**src/rtl/dmem_dump_reader.sv**
```systemverilog
// dmem_dump_reader
//   Debug readout engine for the core's data memory. On a start pulse it
//   reads word_count consecutive 32-bit words from a spare data_mem read port
//   and streams them as little-endian bytes over a valid/ready channel.
//
// Optional feature (macro DUMP_CHECKSUM_EN): after the last data byte one
//   extra byte carrying the XOR of all data bytes is sent, and out_last marks
//   that byte instead. With word_count=0 the checksum byte (0x00) is still sent.
//
// Ports
//   clk         rising-edge clock
//   rst         asynchronous active-low reset
//   start       one-cycle request, sampled only when idle
//   base_addr   byte address of the first word (low 2 bits ignored)
//   word_count  number of 32-bit words to dump
//   busy        high while a dump is in progress (through the DONE cycle)
//   done        one-cycle completion pulse
//   mem_rd_en   read strobe to data memory (one cycle per word)
//   mem_addr    word-aligned byte address, holds its last value
//   mem_rdata   read data, valid one cycle after mem_rd_en
//   out_valid   byte channel valid
//   out_ready   byte channel ready
//   out_byte    streamed byte
//   out_last    marks the final byte of the dump
module dmem_dump_reader #(
  parameter int ADDR_W = 32,
  parameter int CNT_W  = 16
) (
  input  logic              clk,
  input  logic              rst,
  input  logic              start,
  input  logic [ADDR_W-1:0] base_addr,
  input  logic [CNT_W-1:0]  word_count,
  output logic              busy,
  output logic              done,
  output logic              mem_rd_en,
  output logic [ADDR_W-1:0] mem_addr,
  input  logic [31:0]       mem_rdata,
  output logic              out_valid,
  input  logic              out_ready,
  output logic [7:0]        out_byte,
  output logic              out_last
);

  localparam logic [2:0] S_IDLE = 3'd0;
  localparam logic [2:0] S_READ = 3'd1;
  localparam logic [2:0] S_WAIT = 3'd2;
  localparam logic [2:0] S_SEND = 3'd3;
  localparam logic [2:0] S_DONE = 3'd4;

  logic [2:0]        state;
  logic [ADDR_W-1:0] addr;
  logic [ADDR_W-1:0] addr_q;     // drives mem_addr; only moves when a new read is due
  logic [CNT_W-1:0]  rem;
  logic [1:0]        idx;
  logic [31:0]       word;
  logic [7:0]        data_byte;
  logic [ADDR_W-1:0] aligned_base;
  logic [ADDR_W-1:0] next_addr;
  logic              send;
  logic              hs;
  logic              last_data;

`ifdef DUMP_CHECKSUM_EN
  logic [7:0] cks;
  logic       cks_phase;         // SEND is presenting the checksum byte
`endif

  // Masking keeps every base_addr bit in the expression while forcing alignment.
  assign aligned_base = base_addr & ~ADDR_W'(3);
  assign next_addr    = addr + ADDR_W'(4);

  assign send      = (state == S_SEND);
  assign hs        = send && out_ready;
  assign last_data = (idx == 2'd3) && (rem == CNT_W'(1));

  always_comb begin
    data_byte = '0;
    case (idx)
      2'd0:    data_byte = word[7:0];
      2'd1:    data_byte = word[15:8];
      2'd2:    data_byte = word[23:16];
      default: data_byte = word[31:24];
    endcase
  end

  always_ff @(posedge clk or negedge rst) begin
    if (!rst) begin
      state  <= S_IDLE;
      addr   <= '0;
      addr_q <= '0;
      rem    <= '0;
      idx    <= '0;
      word   <= '0;
`ifdef DUMP_CHECKSUM_EN
      cks       <= '0;
      cks_phase <= 1'b0;
`endif
    end else begin
      case (state)
        S_IDLE: begin
          if (start) begin
`ifdef DUMP_CHECKSUM_EN
            cks <= '0;
`endif
            if (word_count != '0) begin
              addr   <= aligned_base;
              addr_q <= aligned_base;
              rem    <= word_count;
              state  <= S_READ;
            end else begin
`ifdef DUMP_CHECKSUM_EN
              // Empty dump still carries its (zero) checksum byte.
              cks_phase <= 1'b1;
              state     <= S_SEND;
`else
              state <= S_DONE;
`endif
            end
          end
        end
        S_READ: state <= S_WAIT;
        S_WAIT: begin
          word  <= mem_rdata;
          idx   <= '0;
          state <= S_SEND;
        end
        S_SEND: begin
          if (hs) begin
`ifdef DUMP_CHECKSUM_EN
            if (cks_phase) begin
              cks_phase <= 1'b0;
              state     <= S_DONE;
            end else begin
              cks <= cks ^ data_byte;
`endif
              idx <= idx + 2'd1;
              if (idx == 2'd3) begin
                rem  <= rem - CNT_W'(1);
                addr <= next_addr;
                if (rem == CNT_W'(1)) begin
`ifdef DUMP_CHECKSUM_EN
                  cks_phase <= 1'b1;
`else
                  state <= S_DONE;
`endif
                end else begin
                  addr_q <= next_addr;
                  state  <= S_READ;
                end
              end
`ifdef DUMP_CHECKSUM_EN
            end
`endif
          end
        end
        S_DONE:  state <= S_IDLE;
        default: state <= S_IDLE;
      endcase
    end
  end

  // Outputs decode from registered state so the async reset clears them at once.
  assign busy      = (state != S_IDLE);
  assign done      = (state == S_DONE);
  assign mem_rd_en = (state == S_READ);
  assign mem_addr  = addr_q;
  assign out_valid = send;

`ifdef DUMP_CHECKSUM_EN
  assign out_byte = send ? (cks_phase ? cks : data_byte) : '0;
  assign out_last = send && cks_phase;
`else
  assign out_byte = send ? data_byte : '0;
  assign out_last = send && last_data;
`endif

endmodule

```
**config.mk**
```make
export PLATFORM = sky130hd
export DESIGN_NAME = dmem_dump_reader
export DESIGN_NICKNAME = d
export VERILOG_FILES = /design/src/rtl/dmem_dump_reader.sv
export SDC_FILE = /design/constraint.sdc
export NUM_CORES = 1
export LEC_CHECK = 0
export ABC_AREA = 1
export CAP_MARGIN = 20
export CORE_MARGIN = 10
export CORE_UTILIZATION = 53
export CTS_BUF_LIST = sky130_fd_sc_hd__clkbuf_16
export DETAILED_ROUTE_END_ITERATION = 6
export PLACE_DENSITY = 0.91
export REMOVE_ABC_BUFFERS = 1
export SYNTH_ARGS = -nofsm -noshare
export SYNTH_HDL_FRONTEND = slang
export SYNTH_SLANG_ARGS = --single-unit
```
**constraint.sdc**
```tcl
create_clock -name clk -period 2.3 [get_ports clk]
set_clock_uncertainty 0.1 [all_clocks]
set_input_delay 0.23 -clock clk [delete_from_list [all_inputs] [get_ports clk]]
set_output_delay 0.23 -clock clk [all_outputs]
set_load 0.005 [all_outputs]
```
## Yosys cells after proc, flatten, opt, wreduce, memory -nomap -nowiden

Cells that the tools add are included.

| operators by class | value |
|---|---|
| add/sub/neg operators | 3 |
| eq/ne operators | 13 |
| mux-type cells | 24 |
| reduce and logical (&&, ||, !) cells | 13 |

Operator list:

| kind | count |
|---|---|
| 32-bit two-way mux | 7 |
| 32-bit one-hot mux with 2 select lines | 2 |
| 16-bit two-way mux | 4 |
| 32-bit by 3-bit adder with 32-bit output (second input constant) | 1 |
| 16-bit one-hot mux with 2 select lines | 1 |
| 8-bit one-hot mux with 3 select lines | 1 |
| 16-bit by 1-bit == test with 1-bit output (second input constant) | 1 |
| 16-bit nonzero test | 1 |
| 16-bit by 1-bit subtractor with 16-bit output (second input constant) | 1 |
| 3-bit two-way mux | 5 |
| 3-bit one-hot mux with 4 select lines | 1 |
| 8-bit two-way mux | 1 |
| 3-bit by 2-bit == test with 1-bit output (second input constant) | 2 |
| 2-bit != test (second input constant) | 3 |
| 6-bit AND reduction | 1 |
| 5-bit AND reduction | 1 |
| 2-bit == test (second input constant) | 2 |
| 2-bit by 1-bit != test with 1-bit output (second input constant) | 2 |
| 2-bit one-hot mux with 2 select lines | 1 |
| 2-bit nonzero test | 2 |
| 3-bit by 1-bit == test with 1-bit output (second input constant) | 1 |
| 3-bit == test (second input constant) | 1 |
| 1-bit logical AND | 3 |
| 3-bit logical NOT | 1 |
| other kinds (7) | 7 |

| word-level totals | value |
|---|---|
| register bits | 117 |
| bits of input ports | 84 |
| output and inout bits | 45 |
| word-level logic and storage cells | 59 |

## Logic depth before layout (Yosys ltp)

Gate-level depths: netlist of run 1.

| logic depth | value |
|---|---|
| word-level depth | 5 |
| gate-level depth with buffers | 12 |
| mapped depth without buffers | 11 |

## Worst setup path before layout of run 1

No wires, ideal clock.

| timing path | value |
|---|---|
| kind | reg2reg |
| start | register idx[0] |
| end | register addr[20] |
| library setup time | 0.117 ns |
| arrival | 1.547 ns |
| required time | 2.083 ns |
| slack | 0.535 ns |
| stages on the path, launching flop included | 13 |
| path buffers | 3 |
| period minus slack after synthesis | 1.765 ns |
| cell sequence | dfrtp_1 ha_1 buf_2 nand2_1 nand2_2 nand2_2 nor2_8 nand2_8 inv_2 buf_6 buf_6 nand3_1 nand2_1 |

| between the ends | value |
|---|---|
| cells in the longest elaborated chain, start to end | 3 |

Ends and longest elaborated chain:

| what | line | RTL |
|---|---|---|
| start, declared | 55 | `logic [1:0] idx;` |
| start signal, assigned | 137 | `idx <= idx + 2'd1;` |
| 2-bit == test | 138 | `if (idx == 2'd3) begin` |
| 2-bit by 1-bit != test with 1-bit output (no line) | -- |  |
| 5-bit AND reduction (no line) | -- |  |
| end signal, assigned | 107 | `addr <= aligned_base;` |
| end signal, assigned | 140 | `addr <= next_addr;` |
| end, declared | 52 | `logic [ADDR_W-1:0] addr;` |

Every way passes these cells.
A chain may end at the register's enable or synchronous reset.

## Worst setup path after layout of run 1

| timing path | value |
|---|---|
| start | register idx[0] |
| end | output port out_byte[4] |

| between the ends | value |
|---|---|
| cells in the longest elaborated chain, start to end | 3 |
| elaborated cells between the ends (all ways) | 5 |
| classes of those cells | 2 x eq/ne; 2 x mux; 1 x reduce/logical |

Ends and longest elaborated chain:

| what | line | RTL |
|---|---|---|
| 2-bit == test, or another cell as far along | 79 | `case (idx)` |
| 8-bit one-hot mux with 3 select lines (*) | 79 |  |
| 8-bit two-way mux (*) | 174 | `assign out_byte = send ? data_byte : '0;` |
| end, declared | 41 | `output logic [7:0] out_byte,` |

Mark *: on every way between the ends. The rest lies on a longest branch, timed or not.

==> impl_metrics.tcl, run 1 <==
set metrics [dict create \
    slew_headroom_pct 65.96 \
    drive_gt1_share_pct 12.37 \
    cts_buffers 17 \
    clk_pin_slew_ns 0.05 \
    worstPathArrival_ns 1.78 \
    setup_violations 0 \
    dp_cells 1166 \
    vias_per_cell 5.212 \
    maxCapViolCount 0 \
    yosysMostFrequentCell "nand2_1" \
    cts_tree "yes" \
    hold_violations 0 \
    irDropWorstVdd_mv 1.056 \
    r2r-start "idx[0]" \
    syn_to_final_growth_pct 33.80 \
    syn_area_sq_um 6575 \
    max_slew.worst_pin.slew_ns 0.5067 \
    regToRegSetupSlack_ns 0.21 \
    ys_types 32 \
    globalRouteTotalUtil_pct 21.58 \
    reg2reg_depth 12 \
    path_cells "inv_2 -> ha_4 -> nand2_1 -> a31oi_1 -> dlygate4sd2_1" \
    die_w_um 131.4 \
    critPathBufInv 2 \
    htree_levels 4 \
    fp.coreArea_sq_um 12060 \
    vias 6312 \
    ys_ff_latch 117 \
    fin_crit_sh_pct 91.61 \
    hpwlAfterDp_um 13090 \
    grt_pass1_vias 6449 \
    synth-main-ff-cell "dfrtp_1" \
    fillCellCount 900 \
    wirelength_um 18280 \
    cp-end-kind "output pin" \
    io_buffers 126 \
    place.gp.congestion 0.9455 \
    critical_path.top_delay_family "flip-flops" \
    overflow 0 \
    status "complete, no violations" \
    slowest_delay_ns 0.43 \
    route.detailed.drc 0 \
    start_util_pct 54.51 \
    ys_top_cells_by_count "nand2_1 (354), dfrtp_1 (117), nor2_1 (101), nand3_1 (77), inv_1 (50)" \
    multi_input_area_sq_um 3349 \
    cp.required_ns 1.97 \
    die_area_sq_um 17260 \
    regArea_sq_um 2928 \
    cp_slowest_cell "dfrtp_1" \
    min_path_type "in2async" \
    async_reset_ff_share_pct 100.0 \
    io_pins 129 \
    ys_top_cells_by_area "dfrtp_1 (45%), nand2_1 (20%), nand3_1 (5.9%)" \
    drt_iter0_markers 531 \
    n_antenna_cell 0 \
    rows 40 \
    antenna_found_initial 0 \
    cp_max_fo 8 \
    nets 1122 \
    stdcell_count 1211 \
    grt_pass1_wl_um 31280 \
    timing.critical_path.from_type "flop" \
    ys_warn_count 0 \
    r2r-end "rem[3]" \
    wire_per_inst_um 15.10 \
    power_density_nw_per_um2 1448 \
    cts_root_buf "clkbuf_16" \
    synth-edff-count 0 \
    die_y_um 131.4 \
    rsz0062_at_grt "false" \
    grt_max_degree 65 \
    synth_top_area_cell "dfrtp_1" \
    synthCells 894 \
    synth.avg_cell_area_sq_um 7.355 \
    clk_path_buf_depth 2 \
    post-route-min-period_ns 2.107 \
    holdWs_ns 0.2114 \
    insertion_delay_ns 0.41 \
    max_freq_mhz 474.6 \
    synth_top_area_share_pct 44.53 \
    dr.pass1.iters 5 \
    maxSlewViolCount 0 \
    leakage_nw 4.050 \
    cts_sinks 117 \
    ant_nets 0 \
    seq_area_frac_synth_pct 44.53 \
    critPathKind "reg2out" \
]
[layout by cell type, fill, tap and decap left out, types with 13 or more instances in the layout]
master | synthesis | layout
o21ai_0 | 46 | 46
nand2_1 | 354 | 352
nand3_1 | 77 | 76
mux2_2 | 32 | 32
or2_2 | 15 | 15
inv_1 | 50 | 48
a21oi_1 | 15 | 15
nor2_1 | 101 | 94
buf_4 | 3 | 16
clkdlybuf4s50_1 | 0 | 116
clkbuf_16 | 0 | 17
a31oi_1 | 13 | 13
dfrtp_1 | 117 | 117
[where the power goes]
part	internal, mW	switching [mW]	leakage (nW)	total, mW
combinational	2.78	3.49	2.34	6.27
clock	1.66	0.904	0.279	2.57
sequential	3.09	0.806	1.43	3.89
[cell type report]
class	count	area share, %
multi-input cells	690	38.07
flip-flops and latches	117	33.28
repair buffers	150	17.39
clock buffers	17	4.836
well taps	168	2.389
inverters	54	2.304
clock inverters	14	1.636
repair inverters	1	0.08534
[sequential cells by signal (all words and copies together), names as in the netlist]
register and flops:
word 32, addr 32, state 3, rem 16, idx 2, mem_addr 32
[logic make-up after synthesis]
logic type	after synthesis	share of synthesized area, %
buffers and inverters	87	5.785
XOR/XNOR	3	0.3997
adder cells (fa/ha/maj)	7	1.332
AO/OA/AOI/OAI	80	6.565
flip-flops	117	44.53
AND/OR/NAND/NOR	568	35.91
multiplexers	32	5.481
[metrics by stage]
| stage | instance area (sq um) | total power, mW | util (%) | setup TNS, ns | setup slack [ns] |
|---|---|---|---|---|---|
| final | 8797 | 12.73 | 72.94 | 0 | 0.1929 |
| after floorplan | 6397 | 7.396 | - | -25.87 | -0.5971 |
| after CTS | 8795 | 12.76 | 72.91 | 0 | 0.2147 |
| after detailed placement | 8036 | 9.881 | 66.63 | 0 | 0.09500 |
| after global routing | 8797 | 13.82 | 72.94 | 0 | 0.06895 |
| after global placement | 8036 | 9.619 | 66.63 | 0 | 0.1504 |
[worst max path at each step]
stage | start | end | cells after the start
after global placement | word_count[14] | mem_addr[11] | 10
final | idx[0] | out_byte[4] | 5
after detailed placement | word_count[14] | mem_addr[11] | 10
after global routing | rem[1] | out_last | 7
after CTS | idx[0] | out_byte[5] | 5
after floorplan | state[2] | mem_addr[11] | 8
[layer usage]
metal	global-route usage, %	up-vias	wire (um)
met5	0	-	0
li1	-	3149	-
met1	24.65	2908	7449
met4	7.355	0	344
met3	7.851	30	1651
met2	36.52	225	8839
[repair_timing]
item | 4_1_cts | 5_1_grt
setup endpoints to repair | 9 | 2
pin swaps | 3 | 0
gates cloned | 1 | 0
hold buffers | 1 | 0
buffers inserted | 12 | 0
gates resized for setup | 31 | 1
hold endpoints to repair | 31 | 0
Power figures use the tool's default switching activity.
==> run 2, diff against run 1 <==
--- a/config.mk
+++ b/config.mk
@@ -8,10 +8,11 @@
 export ABC_AREA = 1
 export CAP_MARGIN = 20
 export CORE_MARGIN = 10
-export CORE_UTILIZATION = 53
+export CORE_UTILIZATION = 64
 export CTS_BUF_LIST = sky130_fd_sc_hd__clkbuf_16
 export DETAILED_ROUTE_END_ITERATION = 6
-export PLACE_DENSITY = 0.91
+export DONT_BUFFER_PORTS = 1
+export PLACE_DENSITY = 0.89
 export REMOVE_ABC_BUFFERS = 1
 export SYNTH_ARGS = -nofsm -noshare
 export SYNTH_HDL_FRONTEND = slang
==> impl_metrics.tcl, run 2 (synthesized netlist as in run 1, its figures left out) <==
set metrics [dict create \
    critPathKind "reg2out" \
    cts_buffers 17 \
    vias 6556 \
    cp_slowest_cell "dfrtp_1" \
    hold_violations 117 \
    n_antenna_cell 0 \
    wire_per_inst_um 18.90 \
    leakage_nw 3.765 \
    cts_root_buf "clkbuf_16" \
    ctsHoldBuffers 76 \
    setup_ws_ns 0.03078 \
    insertion_delay_ns 0.42 \
    hpwlAfterDp_um 11680 \
    grt_max_degree 118 \
    grt_pass1_wl_um 34010 \
    drt_iter0_markers 832 \
    holdWs_ns -0.5975 \
    cts_sinks 117 \
    io_buffers 0 \
    setup_violations 0 \
    timing.critical_path.from_type "flop" \
    start_util_pct 66.35 \
    min_path_type "in2async" \
    dr.pass1.iters 5 \
    dp_cells 1006 \
    maxSlewViolCount 0 \
    route.detailed.drc 0 \
    final_cell_mix "nand2_1 (354), dfrtp_1 (117), nor2_1 (101)" \
    clk_pin_slew_ns 0.06 \
    globalRouteTotalUtil_pct 28.63 \
    place.gp.congestion 0.9123 \
    max_slew.worst_pin.slew_ns 0.5690 \
    violations "negative hold slack" \
    power_density_nw_per_um2 1511 \
    tns_ns 0 \
    slowest_delay_ns 0.45 \
    worstPathArrival_ns 1.94 \
    cp.required_ns 1.97 \
    vias_per_cell 5.885 \
    fin_crit_sh_pct 98.66 \
    die_y_um 121.4 \
    ant_nets 0 \
    pre_cts_ws_ns 0.1695 \
    final_util_pct 81.31 \
    slew_headroom_pct 61.78 \
    io_pins 129 \
    irDropWorstVdd_mv 0.9664 \
    htree_levels 4 \
    maxCapViolCount 0 \
    wirelength_um 21060 \
    drive_gt1_share_pct 11.01 \
    fp.coreArea_sq_um 9910 \
    cp-end-kind "output pin" \
    cts_tree "yes" \
    die_w_um 121.4 \
    die_area_sq_um 14730 \
    overflow 0 \
    status "finished with violations" \
    max_freq_mhz 440.7 \
    final_common_cell "nand2_1" \
    grt_pass1_vias 6723 \
    fillCellCount 619 \
    syn_to_final_growth_pct 22.55 \
    stdcell_count 1114 \
    clk_path_buf_depth 2 \
    rows 36 \
    post-route-min-period_ns 2.269 \
    nets 1059 \
    antenna_found_initial 0 \
    cp_max_fo 59 \
    path_cells "nand2_1 -> nor2_4 -> buf_12 -> o21ai_0 -> a31oi_1" \
]
## run 2: timing repair
item	CTS	global route
pin swaps	0	0
setup buffers	0	0
hold endpoints to repair	220	117
endpoints found under the setup margin	8	32
resized for setup	1	9
## run 2: area by class of cell
| type | count | area (sq um) | share of cell area, % |
|---|---|---|---|
| Multi-Input combinational cell | 690 | 3283 | 40.75 |
| Clock inverter | 15 | 145.1 | 1.801 |
| Sequential cell | 117 | 2928 | 36.34 |
| Clock buffer | 17 | 425.4 | 5.280 |
| Timing Repair Buffer | 88 | 900.9 | 11.18 |
| Tap cell | 133 | 166.4 | 2.065 |
| Inverter | 54 | 209.0 | 2.593 |
## run 2: power by group
part           switching, mW  internal [mW]
Clock                   1.09           1.51
Sequential             0.985           3.09
Combinational           3.48           2.02
## run 2: per-stage QoR
stage	power (mW)	cell area [sq um]
final	12.17	8058
after global routing	12.98	8058
after CTS	11.65	8026
after detailed placement	8.927	6691
after global placement	8.701	6691
after floorplan	7.396	6397
## run 2: path summary, 6_finish.rpt
path                                    from            to  slack, ns  cells after the start
min in group clk                base_addr[2]   mem_addr[2]       0.01                      4
worst max-delay path                state[1]   out_byte[1]       0.03                      5
max in group asynchronous                rst  mem_addr[30]       2.53                      0
worst min-delay path                     rst      addr[14]      -0.60                      0
worst min register to register      addr[31]      addr[31]       0.40                      2
worst max register to register        idx[0]  mem_addr[18]       0.13                     11
## run 2: worst max-delay path, delay by kind of cell, from the launching register on
family	cells	cell delay [ns]
AOI/OAI and AO/OA	2	0.45
buffers and inverters	1	0.28
DFF	1	0.45
and+or+nand+nor	2	0.32
## run 2: metal layers
layer	wire length, um	GRT usage, %
met1	7640	32.23
met2	10390	48.27
met3	1990	7.492
met4	1036	16.10
met5	0	0
==> run 3, diff against run 2 <==
--- a/config.mk
+++ b/config.mk
@@ -6,7 +6,6 @@
 export NUM_CORES = 1
 export LEC_CHECK = 0
 export ABC_AREA = 1
-export CAP_MARGIN = 20
 export CORE_MARGIN = 10
 export CORE_UTILIZATION = 64
 export CTS_BUF_LIST = sky130_fd_sc_hd__clkbuf_16
==> results of run 3 <==
The final DEF is identical to that of run 2; final timing and power are the same.
